===== src/rtl/rr_mux_pkg.sv =====
// rtl/rr_mux_pkg.sv - shared constants and state encoding for the round-robin mux arbiter
package rr_mux_pkg;

    localparam int N_REQ           = 8;
    localparam int SEL_W           = 3;
    localparam int HOLD_CYCLES_DEF = 4;
    // Wide enough for the largest legal hold limit (15)
    localparam int CNT_W           = 4;

    typedef enum logic {
        ST_IDLE  = 1'b0,
        ST_GRANT = 1'b1
    } state_e;

endpackage


===== src/rtl/rr_mux_arbiter_if.sv =====
// rtl/rr_mux_arbiter_if.sv - requester bank / consumer bundle for the round-robin mux arbiter
interface rr_mux_arbiter_if;
    import rr_mux_pkg::*;

    logic [N_REQ-1:0] req;
    logic [N_REQ-1:0] din;
    logic [N_REQ-1:0] gnt;
    logic [SEL_W-1:0] sel;
    logic             y;
    logic             y_valid;

    // Requester bank / environment side
    modport master (
        output req,
        output din,
        input  gnt,
        input  sel,
        input  y,
        input  y_valid
    );

    // Arbiter side
    modport slave (
        input  req,
        input  din,
        output gnt,
        output sel,
        output y,
        output y_valid
    );

endinterface


===== src/rtl/mux81.sv =====
// rtl/mux81.sv - 8:1 single-bit multiplexer datapath
module mux81 (
    input  logic [7:0] din,
    input  logic [2:0] sel,
    output logic       y
);

    assign y = din[sel];

endmodule


===== src/rtl/rr_pick.sv =====
// rtl/rr_pick.sv - rotating-priority encoder: first requester at or after ptr, wrapping
module rr_pick
    import rr_mux_pkg::*;
(
    input  logic [N_REQ-1:0] req,
    input  logic [SEL_W-1:0] ptr,
    output logic [SEL_W-1:0] winner,
    output logic             any
);

    // Scan from farthest to nearest so the candidate closest to ptr overwrites the rest
    always_comb begin
        logic [SEL_W-1:0] idx;
        winner = '0;
        any    = |req;
        for (int k = N_REQ - 1; k >= 0; k--) begin
            idx = ptr + SEL_W'(k);
            if (req[idx]) begin
                winner = idx;
            end
        end
    end

endmodule


===== src/rtl/rr_mux_arbiter.sv =====
// rtl/rr_mux_arbiter.sv - round-robin owner scheduling over a shared mux81 datapath
module rr_mux_arbiter
    import rr_mux_pkg::*;
#(
    parameter int HOLD_CYCLES = HOLD_CYCLES_DEF
) (
    input  logic             clk,
    input  logic             rst,
    rr_mux_arbiter_if.slave  bus
);

    state_e           state_q, state_d;
    logic [SEL_W-1:0] ptr_q, ptr_d;
    logic [CNT_W-1:0] cnt_q, cnt_d;
    logic [N_REQ-1:0] gnt_q, gnt_d;
    logic [SEL_W-1:0] sel_q, sel_d;
    logic             y_q, y_d;
    logic             y_valid_q, y_valid_d;

    logic [SEL_W-1:0] after_owner;
    logic [SEL_W-1:0] pick_ptr;
    logic [SEL_W-1:0] winner;
    logic             any_req;
    logic             release_now;
    logic             mux_y;

    // sel_q always holds the current owner while granting
    assign after_owner = sel_q + SEL_W'(1);

    // On release the new search starts just past the owner, making it the last candidate
    assign pick_ptr    = (state_q == ST_GRANT) ? after_owner : ptr_q;

    assign release_now = !bus.req[sel_q] || (cnt_q == CNT_W'(HOLD_CYCLES - 1));

    rr_pick u_pick (
        .req    (bus.req),
        .ptr    (pick_ptr),
        .winner (winner),
        .any    (any_req)
    );

    mux81 u_mux (
        .din (bus.din),
        .sel (sel_q),
        .y   (mux_y)
    );

    // Next-state, ownership and datapath computation
    always_comb begin
        state_d   = state_q;
        ptr_d     = ptr_q;
        cnt_d     = cnt_q;
        gnt_d     = gnt_q;
        sel_d     = sel_q;
        y_valid_d = |gnt_q;
        y_d       = (|gnt_q) ? mux_y : y_q;

        case (state_q)
            ST_IDLE: begin
                if (any_req) begin
                    state_d = ST_GRANT;
                    gnt_d   = N_REQ'(1) << winner;
                    sel_d   = winner;
                    cnt_d   = '0;
                end
            end
            ST_GRANT: begin
                cnt_d = cnt_q + CNT_W'(1);
                if (release_now) begin
                    ptr_d = after_owner;
                    if (any_req) begin
                        gnt_d = N_REQ'(1) << winner;
                        sel_d = winner;
                        cnt_d = '0;
                    end else begin
                        state_d = ST_IDLE;
                        gnt_d   = '0;
                    end
                end
            end
            default: begin
                state_d = ST_IDLE;
                gnt_d   = '0;
            end
        endcase
    end

    // State and output registers; reset aborts any burst with no pending output
    always_ff @(posedge clk or posedge rst) begin
        if (rst) begin
            state_q   <= ST_IDLE;
            ptr_q     <= '0;
            cnt_q     <= '0;
            gnt_q     <= '0;
            sel_q     <= '0;
            y_q       <= 1'b0;
            y_valid_q <= 1'b0;
        end else begin
            state_q   <= state_d;
            ptr_q     <= ptr_d;
            cnt_q     <= cnt_d;
            gnt_q     <= gnt_d;
            sel_q     <= sel_d;
            y_q       <= y_d;
            y_valid_q <= y_valid_d;
        end
    end

    assign bus.gnt     = gnt_q;
    assign bus.sel     = sel_q;
    assign bus.y       = y_q;
    assign bus.y_valid = y_valid_q;

endmodule


===== src/flat_wrapper.sv =====
// flat-port wrapper written by rule: the top's interface ports become plain ports
module rr_mux_arbiter_flat import rr_mux_pkg::*;
#(
    parameter int HOLD_CYCLES = HOLD_CYCLES_DEF
)
  (clk, rst, bus_req, bus_din, bus_gnt, bus_sel, bus_y, bus_y_valid);
  rr_mux_arbiter_if bus_i ();
  input  logic clk;
  input  logic rst;
  input wire logic [$bits(bus_i.req)-1:0] bus_req;
  input wire logic [$bits(bus_i.din)-1:0] bus_din;
  output wire logic [$bits(bus_i.gnt)-1:0] bus_gnt;
  output wire logic [$bits(bus_i.sel)-1:0] bus_sel;
  output wire logic [$bits(bus_i.y)-1:0] bus_y;
  output wire logic [$bits(bus_i.y_valid)-1:0] bus_y_valid;
  assign bus_i.req = bus_req;
  assign bus_i.din = bus_din;
  assign bus_gnt = bus_i.gnt;
  assign bus_sel = bus_i.sel;
  assign bus_y = bus_i.y;
  assign bus_y_valid = bus_i.y_valid;
  rr_mux_arbiter #(.HOLD_CYCLES(HOLD_CYCLES)) u_core (.clk(clk), .rst(rst), .bus(bus_i));
endmodule

===== config.mk =====
export PLATFORM = sky130hd
export DESIGN_NAME = rr_mux_arbiter_flat
export DESIGN_NICKNAME = d
export VERILOG_FILES = /design/src/rtl/rr_mux_pkg.sv /design/src/rtl/rr_mux_arbiter_if.sv /design/src/rtl/mux81.sv /design/src/rtl/rr_pick.sv /design/src/rtl/rr_mux_arbiter.sv /design/src/flat_wrapper.sv
export SDC_FILE = /design/constraint.sdc
export NUM_CORES = 1
export LEC_CHECK = 0
export BUFFER_PORTS_ARGS = -buffer_cell sky130_fd_sc_hd__buf_4
export CORE_MARGIN = 3
export CORE_UTILIZATION = 57
export CTS_CLUSTER_DIAMETER = 60
export DETAILED_ROUTE_END_ITERATION = 6
export GPL_ROUTABILITY_DRIVEN = 0
export PLACE_DENSITY_LB_ADDON = 0.1
export SLEW_MARGIN = 25
export SYNTH_ARGS = -nofsm -noshare
export SYNTH_HDL_FRONTEND = slang
export SYNTH_SLANG_ARGS = --single-unit

===== constraint.sdc =====
create_clock -name clk -period 3.7 [get_ports clk]
set_input_delay 0.925 -clock clk [delete_from_list [all_inputs] [get_ports clk]]
set_output_delay 0.925 -clock clk [all_outputs]
set_load 0.005 [all_outputs]

==> summary.md, run 1 <==
| Metric | Value |
|---|---|
| Largest net degree at the start of global routing | `22` |
| Starting DRT DRC Count | `112` |
| Max-cap check violation count | `0` |
| Cells after synthesis | `230` |
| Status | `completed` |
| Worst-Skew Late Latency | `0.30 ns` |
| Post-CTS Resized | `0` |
| Fin crit share | `89.0%` |
| Skew final | `0.00289 ns` |
| Synth Area in Compound Gates | `24.4%` |
| Post-synth ARST share | `100%` |
| CP arrival | `approximately 3.5 ns` |
| Final Hold Viols | `0` |
| # DRC | `0` |
| Worst-Margin Slew | `0.763 ns` |
| # Post-CTS Setup Buffers | `0` |
| Synth-to-Final Area Change | `14.6%` |
| Max Slew Vio Count | `0` |
| Overall Global Routing Usage | `25.5%` |
| I/O Buffers | `30` |
| Setup TNS | `0 ns` |
| Post-Syn Nets | `between 200 and 300` |
| Post-synth top area share | `about a quarter` |
| Clock Tree Root | `clkbuf_4` |
| H-tree levels | `1` |
| Worst setup EP type | `register` |
| Routed vias/inst | `6.49` |
| TritonCTS clock tree | `yes` |
| Mapped cell area | `approximately 2000 um2` |
| Post-DP HPWL | `3.94 mm` |
| Core Box Area | `around 3400 um2` |
| CP Max Fanout | `11` |
| Post-Route WL | `between 5 and 6 mm` |
| Synth area leader | `dfrtp_1` |
| Mean Syn Cell Area | `8.86 um2` |
| Setup violations, final | `0` |
| Number of top-level pins | `31` |
| Nets | `282` |
| Antenna Cells | `0` |
| Layer with the highest usage | `met2` |
| Die Wd | `65.8 um` |
| Worst setup path category | `register to register` |
| Number of CTS-inserted buffers | `3` |
| #FFs+latches synth | `21` |
| WP data required | `3.89 ns` |
| Synth cell types | `49` |
| Most frequent cell after synthesis | `nand2_1` |
| Adder-Cell Fraction of Synth Area | `1.84%` |
| Post-Synth Simple-Gate Area | `18.7%` |
| First-pass GRT wire length | `8.64 mm` |
| Initial antenna violation count | `0` |
| Longest Clk Path Bufs | `2` |
| Post-synth top cells | `30 x nand2_1, 22 x o21ai_0, 21 x dfrtp_1` |
| Largest family of logic cells by synthesized area | `compound AO/OA/AOI/OAI gates` |
| Post-CTS Hold Buffers | `0` |
| Vias in the first global route | `approximately 1900` |
| YS warnings | `0` |
| Fmax | `0.304 GHz` |
| Post-synth top flop | `dfrtp_1` |
| Final instance area | `2340 um2` |
| Sequential fraction of the synthesis area | `25.8%` |
| Clock transition at the registers of the reported paths | `0.11 ns` |
| Avg WL per Cell | `16.6 um` |
| Post-synth EDFFs | `0` |
| Met2 usage | `about 40%` |
| Layout cell share with drive strength beyond 1 | `25.8%` |
| Total congestion overflow | `0` |
| Post-DRT Antenna Nets | `0` |
| Die H | `~66 um` |
| Mux cell area share after synthesis | `between 20% and 30%` |
| Global-route met1 utilization | `35.6%` |
| CP Launch Type | `register` |
| Dpl cell area | `about 2300 um2` |
| RSZ-0062 raised after global routing | `false` |
| Initial Utilization | `approximately three fifths` |
| Vias | `1985` |
| Slew HR | `between 40% and 50%` |
| DIE AREA | `4330 um2` |
| Synth top area cells | `dfrtp_1 26%, mux4_2 11%, mux2i_1 5.9%, nand2_1 5.5%, o21ai_0 5.4%` |
| Xor/xnor share of the synthesized area | `1.23%` |
| Post-placement cell count | `slightly above 300` |
| Min-Delay Path Class | `register to register` |
| GR met3 Demand/Resource | `2.72%` |
| Fin util | `68.9%` |
| Clock net sink count | `21` |
| Site row count | `21` |
| TritonRoute pass-1 iters | `5` |
| Final min period | `3.29 ns` |
| Non-filler instance count after layout | `306` |
-- path summary, 6_finish.rpt --
path,from,to,slack [ns],cells past startpoint
setup / recovery,u_core.bus.sel[0]$_DFFE_PP0P_,u_core.bus.gnt[5]$_DFFE_PP0P_,0.41,11
hold / removal,u_core.cnt_q[3]$_DFFE_PP0P_,u_core.cnt_q[3]$_DFFE_PP0P_,0.50,1
setup reg to reg,u_core.bus.sel[0]$_DFFE_PP0P_,u_core.bus.gnt[5]$_DFFE_PP0P_,0.41,11
hold reg to reg,u_core.cnt_q[3]$_DFFE_PP0P_,u_core.cnt_q[3]$_DFFE_PP0P_,0.50,1
max in group asynchronous,rst,u_core.bus.sel[2]$_DFFE_PP0P_,2.47,2
min in group asynchronous,rst,u_core.bus.sel[1]$_DFFE_PP0P_,0.76,2
-- per-stage QoR --
stage          setup WS (ns)  hold slack (ns)
3_5_place_dp           0.501            0.473
4_1_cts                0.473            0.498
3_3_place_gp           0.581            0.480
5_1_grt               0.0923            0.531
2_1_floorplan          0.582            0.446
6_report               0.408            0.496
-- cells in the final DEF, fill, tap and decap left out, types with 2 or more instances in the layout --
master / instances
a21oi_1: 16
o311ai_0: 2
dfrtp_1: 21
o211ai_1: 4
nand3_1: 12
nor4_1: 2
mux4_2: 10
nor2_1: 11
a21o_1: 3
clkbuf_4: 3
mux2_2: 8
a21boi_0: 2
ha_1: 3
a31oi_1: 3
nand3b_1: 2
a2bb2oi_1: 3
nand2b_1: 4
and2_1: 5
o31ai_1: 8
inv_1: 8
o21ai_0: 22
o32ai_1: 3
nand2_1: 30
a211oi_1: 2
o41ai_1: 2
mux2i_1: 12
buf_4: 38
-- final cells by class --
| cell class | instances | area, um2 |
|---|---|---|
| clock inverter | 1 | 5.00 |
| tap | 46 | 57.6 |
| sequential | 21 | 526 |
| timing repair buffer | 38 | 285 |
| fill | 254 | 1050 |
| inverter | 9 | 36.3 |
| multi-input combinational | 188 | 1400 |
| clock buffer | 3 | 22.5 |
-- registers in the layout, indices dropped and copies added (netlist names) --
name and count:
u_core.bus.y_valid 1, u_core.bus.gnt 8, u_core.cnt_q 4, u_core.state_q 1
u_core.bus.sel 3, u_core.ptr_q 3, u_core.bus.y 1
-- critical path: stages, from the launching register on --
cell,delay [ns]
dfrtp_1,0.37
buf_4,0.20
nand2_1,0.25
nand2_8,0.19
inv_4,0.09
ha_1,0.26
xnor2_2,0.45
mux2i_1,0.37
and2_1,0.17
o221ai_1,0.18
and3b_4,0.28
o41ai_1,0.36
-- layer usage --
metal  vias to the layer above  share of wire [%]  routed length (um)
li1                        949                  -                   -
met1                       908                 42                2110
met2                       116                 46                2340
met3                        12                9.9                 502
met4                         0                2.2                 114
met5                         -                  0                   0
-- cells by family after synthesis --
logic type,count (synthesis)
AO/OA/AOI/OAI,76
XOR/XNOR,2
adder cells (fa/ha/maj),3
buffers and inverters,21
flip-flops,21
multiplexers,32
AND/OR/NAND/NOR,75
Power of run 1 is not shown: default switching activity piles up to over one toggle a cycle in this logic, so the estimate is an artifact.
==> run 2: changes to the inputs <==
--- a/config.mk
+++ b/config.mk
@@ -15,4 +15,5 @@
 export SLEW_MARGIN = 25
 export SYNTH_ARGS = -nofsm -noshare
 export SYNTH_HDL_FRONTEND = slang
+export SYNTH_HIERARCHICAL = 1
 export SYNTH_SLANG_ARGS = --single-unit
==> summary.md, run 2 <==
| Metric | Value |
|---|---|
| Avg WL per Cell | `17.7 um` |
| Min-Delay Path Class | `register to register` |
| WL met1 | `2.12 mm` |
| Top Metal Used | `met4` |
| Most common cell after layout, fill and taps aside | `buf_4` |
| Post-synth top cells | `21 x dfrtp_1, 12 x mux2i_1, 11 x a21oi_1, 11 x nor2_1, 10 x inv_1` |
| CP arrival | `3.72 ns` |
| Hold path depth | `1` |
| DIE AREA | `4100 um2` |
| Total congestion overflow | `0` |
| WP data required | `3.90 ns` |
| Worst flop-to-flop path startpoint | `u_core/bus.sel[0]$_DFFE_PP0P_` |
| Setup violations, final | `0` |
| # Post-CTS Setup Buffers | `0` |
| Starting DRT DRC Count | `138` |
| I/O Buffers | `30` |
| RSZ-0062 raised after global routing | `false` |
| Worst-Skew Late Latency | `0.30 ns` |
| Largest net degree at the start of global routing | `22` |
| Vias in the first global route | `1635` |
| Nets | `237` |
| Slew HR | `47.9%` |
| Setup TNS | `0 ns` |
| Synth area leader | `dfrtp_1` |
| Synth-to-Final Area Change | `16.9%` |
| Final min period | `around 3.5 ns` |
| #FFs+latches synth | `21` |
| Worst-Margin Slew | `just under 0.8 ns` |
| Post-CTS Resized | `0` |
| Post-Syn Nets | `200` |
| FF-to-FF path depth | `10` |
| Overall Global Routing Usage | `23.2%` |
| Register-to-register setup slack | `0.18 ns` |
| Hold Startpoint | `u_core/ptr_q[2]$_DFFE_PP0P_` |
| CP Max Fanout | `8` |
| Synth cell types | `46` |
| Metal3 WL | `339 um` |
| Fmax | `0.284 GHz` |
| TritonCTS clock tree | `yes` |
| Site row count | `20` |
| Routed vias/inst | `roughly 6.6` |
| Sequential fraction of the synthesis area | `between 20% and 30%` |
| Post-synth top area share | `27.3%` |
| # DRC | `0` |
| Max reg flops | `8` |
| YS warnings | `6` |
| Worst setup EP type | `register` |
| TritonRoute pass-1 iters | `4` |
| Post-Route WL | `4.57 mm` |
| Post-synth ARST share | `100%` |
| Core Box Area | `~3100 um2` |
| Longest Clk Path Bufs | `2` |
| Initial Utilization | `61.4%` |
| Cells after synthesis | `178` |
| Clock Tree Root | `clkbuf_4` |
| Worst setup path category | `register to register` |
| R2R Path End | `u_core/bus.gnt[1]$_DFFE_PP0P_` |
| Initial antenna violation count | `0` |
| Max Slew Vio Count | `0` |
| CP Launch Type | `register` |
| Mapped cell area | `slightly below 2000 um2` |
| H-tree levels | `1` |
| Status | `completed` |
| Final Hold Viols | `0` |
| Skew final | `0.00639 ns` |
| Number of CTS-inserted buffers | `3` |
| Die H | `64.1 um` |
| Clock net sink count | `21` |
| Antenna Cells | `0` |
| Max-cap check violation count | `0` |
| Post-synth EDFFs | `0` |
| Post-synth top flop | `dfrtp_1` |
| Vias | `1714` |
| Number of top-level pins | `31` |
| Clock transition at the registers of the reported paths | `0.12 ns` |
| Synth top area cells | `dfrtp_1 27%, mux4_2 11%, mux4_1 6.8%, mux2i_1 6.3%, mux2_2 5.3%` |
| Fin crit share | `roughly 95%` |
| Most frequent cells in the layout | `40 x buf_4, 21 x dfrtp_1, 12 x mux2i_1, 11 x nor2_1, 11 x a21oi_1` |
| Most frequent cell after synthesis | `dfrtp_1` |
| Layout fillers | `between 200 and 250` |
| Met2 routed WL | `2.07 mm` |
| Post-CTS Hold Buffers | `0` |
| Layout cell share with drive strength beyond 1 | `33.6%` |
| Die Wd | `64.1 um` |
| WHS Endpoint | `u_core/ptr_q[2]$_DFFE_PP0P_` |
| Post-DRT Antenna Nets | `0` |
| First-pass GRT wire length | `7.71 mm` |
| Mean Syn Cell Area | `approximately 11 um2` |
| Post-DP HPWL | `3.51 mm` |
## run 2: cell count changes after synthesis, moves of 4 or more
cell,before,now
xor2_1,1,5
nand2_1,30,9
nand3_1,12,1
mux4_1,0,5
o31ai_1,8,1
a21oi_1,16,11
clkbuf_1,7,1
a22oi_1,0,5
o21ai_0,22,3
nor2b_1,1,5
a32o_1,0,8
## run 2: final cells by class
class	count	area (um2)	area share (%)
clock inverter	1	5.00	0.223
tap	44	55.1	2.45
clock buffer	3	22.5	1.00
sequential	21	526	23.4
multi-input combinational	139	1300	57.9
inverter	10	37.5	1.67
timing repair buffer	40	300	13.4
## run 2: routing by layer
layer	up-vias	GRT usage, %
met5	-	0
met4	0	3.23
met3	6	4.39
met2	97	35.4
met1	831	35.2
li1	780	-
## run 2: kinds of logic (layout without fill, tap and decap cells)
family / count (synthesis) / after routing / share of synthesized area, %
xor gates and xnor gates: 7 / 7 / 3.19
buffers and inverters: 18 / 54 / 4.75
adders and majority gates: 4 / 4 / 2.60
DFF: 21 / 21 / 27.3
and+or+nand+nor: 42 / 42 / 11.5
muxes: 38 / 38 / 31.3
AOI/OAI and AO/OA: 48 / 48 / 19.3
## run 2: how the worst max path moves through the flow
stage	slack, ns	endpoint	start
after floorplan	0.01	u_core/bus.gnt[1]$_DFFE_PP0P_	u_core/bus.sel[1]$_DFFE_PP0P_
after global placement	0.32	u_core/bus.gnt[1]$_DFFE_PP0P_	u_core/bus.sel[0]$_DFFE_PP0P_
after detailed placement	0.26	u_core/bus.gnt[1]$_DFFE_PP0P_	u_core/state_q$_DFF_PP0_
after CTS	0.23	u_core/bus.gnt[1]$_DFFE_PP0P_	u_core/bus.sel[0]$_DFFE_PP0P_
after global routing	0.02	u_core/bus.gnt[2]$_DFFE_PP0P_	u_core/state_q$_DFF_PP0_
final	0.18	u_core/bus.gnt[1]$_DFFE_PP0P_	u_core/bus.sel[0]$_DFFE_PP0P_
## run 2: critical path, stage by stage (launching register included)
cell	delay, ns
dfrtp_1	0.42
ha_1	0.32
mux2_2	0.30
inv_1	0.14
ha_1	0.36
mux4_2	0.40
mux2_4	0.33
o311a_1	0.35
o311a_1	0.31
and2_1	0.22
a32o_1	0.27
## run 2: through the flow
stage | hold slack [ns] | std cells | util, % | cell area [um2] | worst slack [ns]
finish | 0.523 | 258 | 71.8 | 2250 | 0.181
global route | 0.540 | 258 | 71.8 | 2250 | 0.0194
CTS | 0.522 | 258 | 71.8 | 2250 | 0.226
detailed placement | 0.496 | 254 | 71.0 | 2220 | 0.259
global placement | 0.488 | 254 | 71.0 | 2220 | 0.324
floorplan | 0.477 | 178 | - | 1920 | 0.0143
Power of run 2 is left out for the same reason.
==> run 3: changes to the inputs <==
--- a/config.mk
+++ b/config.mk
@@ -7,7 +7,7 @@
 export LEC_CHECK = 0
 export BUFFER_PORTS_ARGS = -buffer_cell sky130_fd_sc_hd__buf_4
 export CORE_MARGIN = 3
-export CORE_UTILIZATION = 57
+export CORE_UTILIZATION = 41
 export CTS_CLUSTER_DIAMETER = 60
 export DETAILED_ROUTE_END_ITERATION = 6
 export GPL_ROUTABILITY_DRIVEN = 0
==> summary.md, run 3 (synthesis gave the netlist of run 2 again) <==
| Metric | Value |
|---|---|
| Status | `completed` |
| Total congestion overflow | `0` |
| Max reg flops | `8` |
| I/O Buffers | `30` |
| Longest Clk Path Bufs | `2` |
| Largest net degree at the start of global routing | `22` |
| Starting DRT DRC Count | `108` |
| Min-Delay Path Class | `register to register` |
| Post-CTS Hold Buffers | `0` |
| DIE AREA | `5550 um2` |
| Worst flop-to-flop path startpoint | `u_core/state_q$_DFF_PP0_` |
| Final Hold Viols | `0` |
| Routed vias/inst | `6.21` |
| CP Launch Type | `register` |
| Vias in the first global route | `~1600` |
| Vias | `1652` |
| Avg WL per Cell | `around 17 um` |
| Clock net sink count | `21` |
| RSZ-0062 raised after global routing | `false` |
| Worst setup path category | `register to register` |
| Worst setup EP type | `register` |
| Core Box Area | `4440 um2` |
| R2R Path End | `u_core/bus.gnt[1]$_DFFE_PP0P_` |
| Die H | `74.5 um` |
| Max Slew Vio Count | `0` |
| Clock Tree Root | `clkbuf_8` |
| Max-cap check violation count | `0` |
| Register-to-register setup slack | `0.22 ns` |
| Fin crit share | `approximately 94%` |
| Post-Route WL | `4.63 mm` |
| Worst-Margin Slew | `0.824 ns` |
| TritonRoute pass-1 iters | `4` |
| Site row count | `24` |
| Skew final | `around 0.0034 ns` |
| Setup violations, final | `0` |
| # DRC | `0` |
| Synth-to-Final Area Change | `18.4%` |
| Die Wd | `around 74 um` |
| H-tree levels | `1` |
| Fmax | `0.287 GHz` |
| Initial Utilization | `43.2%` |
| Setup TNS | `0 ns` |
| Layout cell share with drive strength beyond 1 | `33.6%` |
| Clock transition at the registers of the reported paths | `0.08 ns` |
| Worst-Skew Late Latency | `around 0.26 ns` |
| Overall Global Routing Usage | `17.9%` |
| FF-to-FF path depth | `10` |
| Post-DRT Antenna Nets | `0` |
| # Post-CTS Setup Buffers | `0` |
| Number of CTS-inserted buffers | `3` |
| Initial antenna violation count | `0` |
| WP data required | `3.86 ns` |
| Hold path depth | `1` |
| Most frequent cells in the layout | `40 x buf_4, 21 x dfrtp_1, 12 x mux2i_1, 11 x nor2_1, 11 x a21oi_1` |
| CP arrival | `3.64 ns` |
| Final min period | `between 3 and 4 ns` |
| CP Max Fanout | `8` |
| First-pass GRT wire length | `7.77 mm` |
| Final hold slack | `between 0.5 and 0.6 ns` |
| Post-DP HPWL | `between 3 and 4 mm` |
| Antenna Cells | `0` |
| Hold Startpoint | `u_core/ptr_q[1]$_DFFE_PP0P_` |
| Slew HR | `45.0%` |
| Post-CTS Resized | `0` |
| Number of top-level pins | `31` |
| TritonCTS clock tree | `yes` |
| Most common cell after layout, fill and taps aside | `buf_4` |
| Nets | `237` |
| WHS Endpoint | `u_core/ptr_q[1]$_DFFE_PP0P_` |
-- run 3: metal layers --
layer  track usage (%)  wire (um)  up-vias
met3              3.51        191        4
met5                 0          0        -
met1              25.3       2160      830
met2              28.2       2240       43
met4              4.55         41        0
li1                  -          -      775
-- run 3: through the flow --
stage               util [%]  instance area, um2  setup slack (ns)  std cells
finish                  51.2                2280             0.215        266
global route            51.2                2280            0.0337        266
detailed placement      50.2                2230             0.262        262
floorplan                  -                1920            0.0143        178
global placement        50.2                2230             0.311        262
CTS                     51.2                2280             0.237        266
-- run 3: how the worst max path moves through the flow --
stage	slack, ns	cells after the start	start	to
finish	0.22	10	u_core/state_q$_DFF_PP0_	u_core/bus.gnt[1]$_DFFE_PP0P_
global route	0.03	10	u_core/state_q$_DFF_PP0_	u_core/bus.gnt[4]$_DFFE_PP0P_
CTS	0.24	10	u_core/state_q$_DFF_PP0_	u_core/bus.gnt[1]$_DFFE_PP0P_
detailed placement	0.26	10	u_core/state_q$_DFF_PP0_	u_core/bus.gnt[1]$_DFFE_PP0P_
global placement	0.31	10	u_core/bus.sel[0]$_DFFE_PP0P_	u_core/bus.gnt[1]$_DFFE_PP0P_
floorplan	0.01	13	u_core/bus.sel[1]$_DFFE_PP0P_	u_core/bus.gnt[1]$_DFFE_PP0P_
-- run 3: critical path, stage by stage, from the launching register on --
cell     delay [ns]
dfrtp_1        0.45
inv_1          0.17
mux2i_1        0.27
inv_1          0.13
ha_1           0.49
mux4_2         0.42
mux2_4         0.32
o311a_1        0.35
o311a_1        0.30
and2_1         0.23
a32o_1         0.27
-- run 3: area by class of cell --
type	count	area, um2
clock buffers	3	41.3
clock inverters	1	5.00
fillers	431	2170
inverters	10	37.5
multi-input cells	139	1300
flip-flops and latches	21	526
well taps	52	65.1
repair buffers	40	300
Power of run 3 is left out for the same reason.
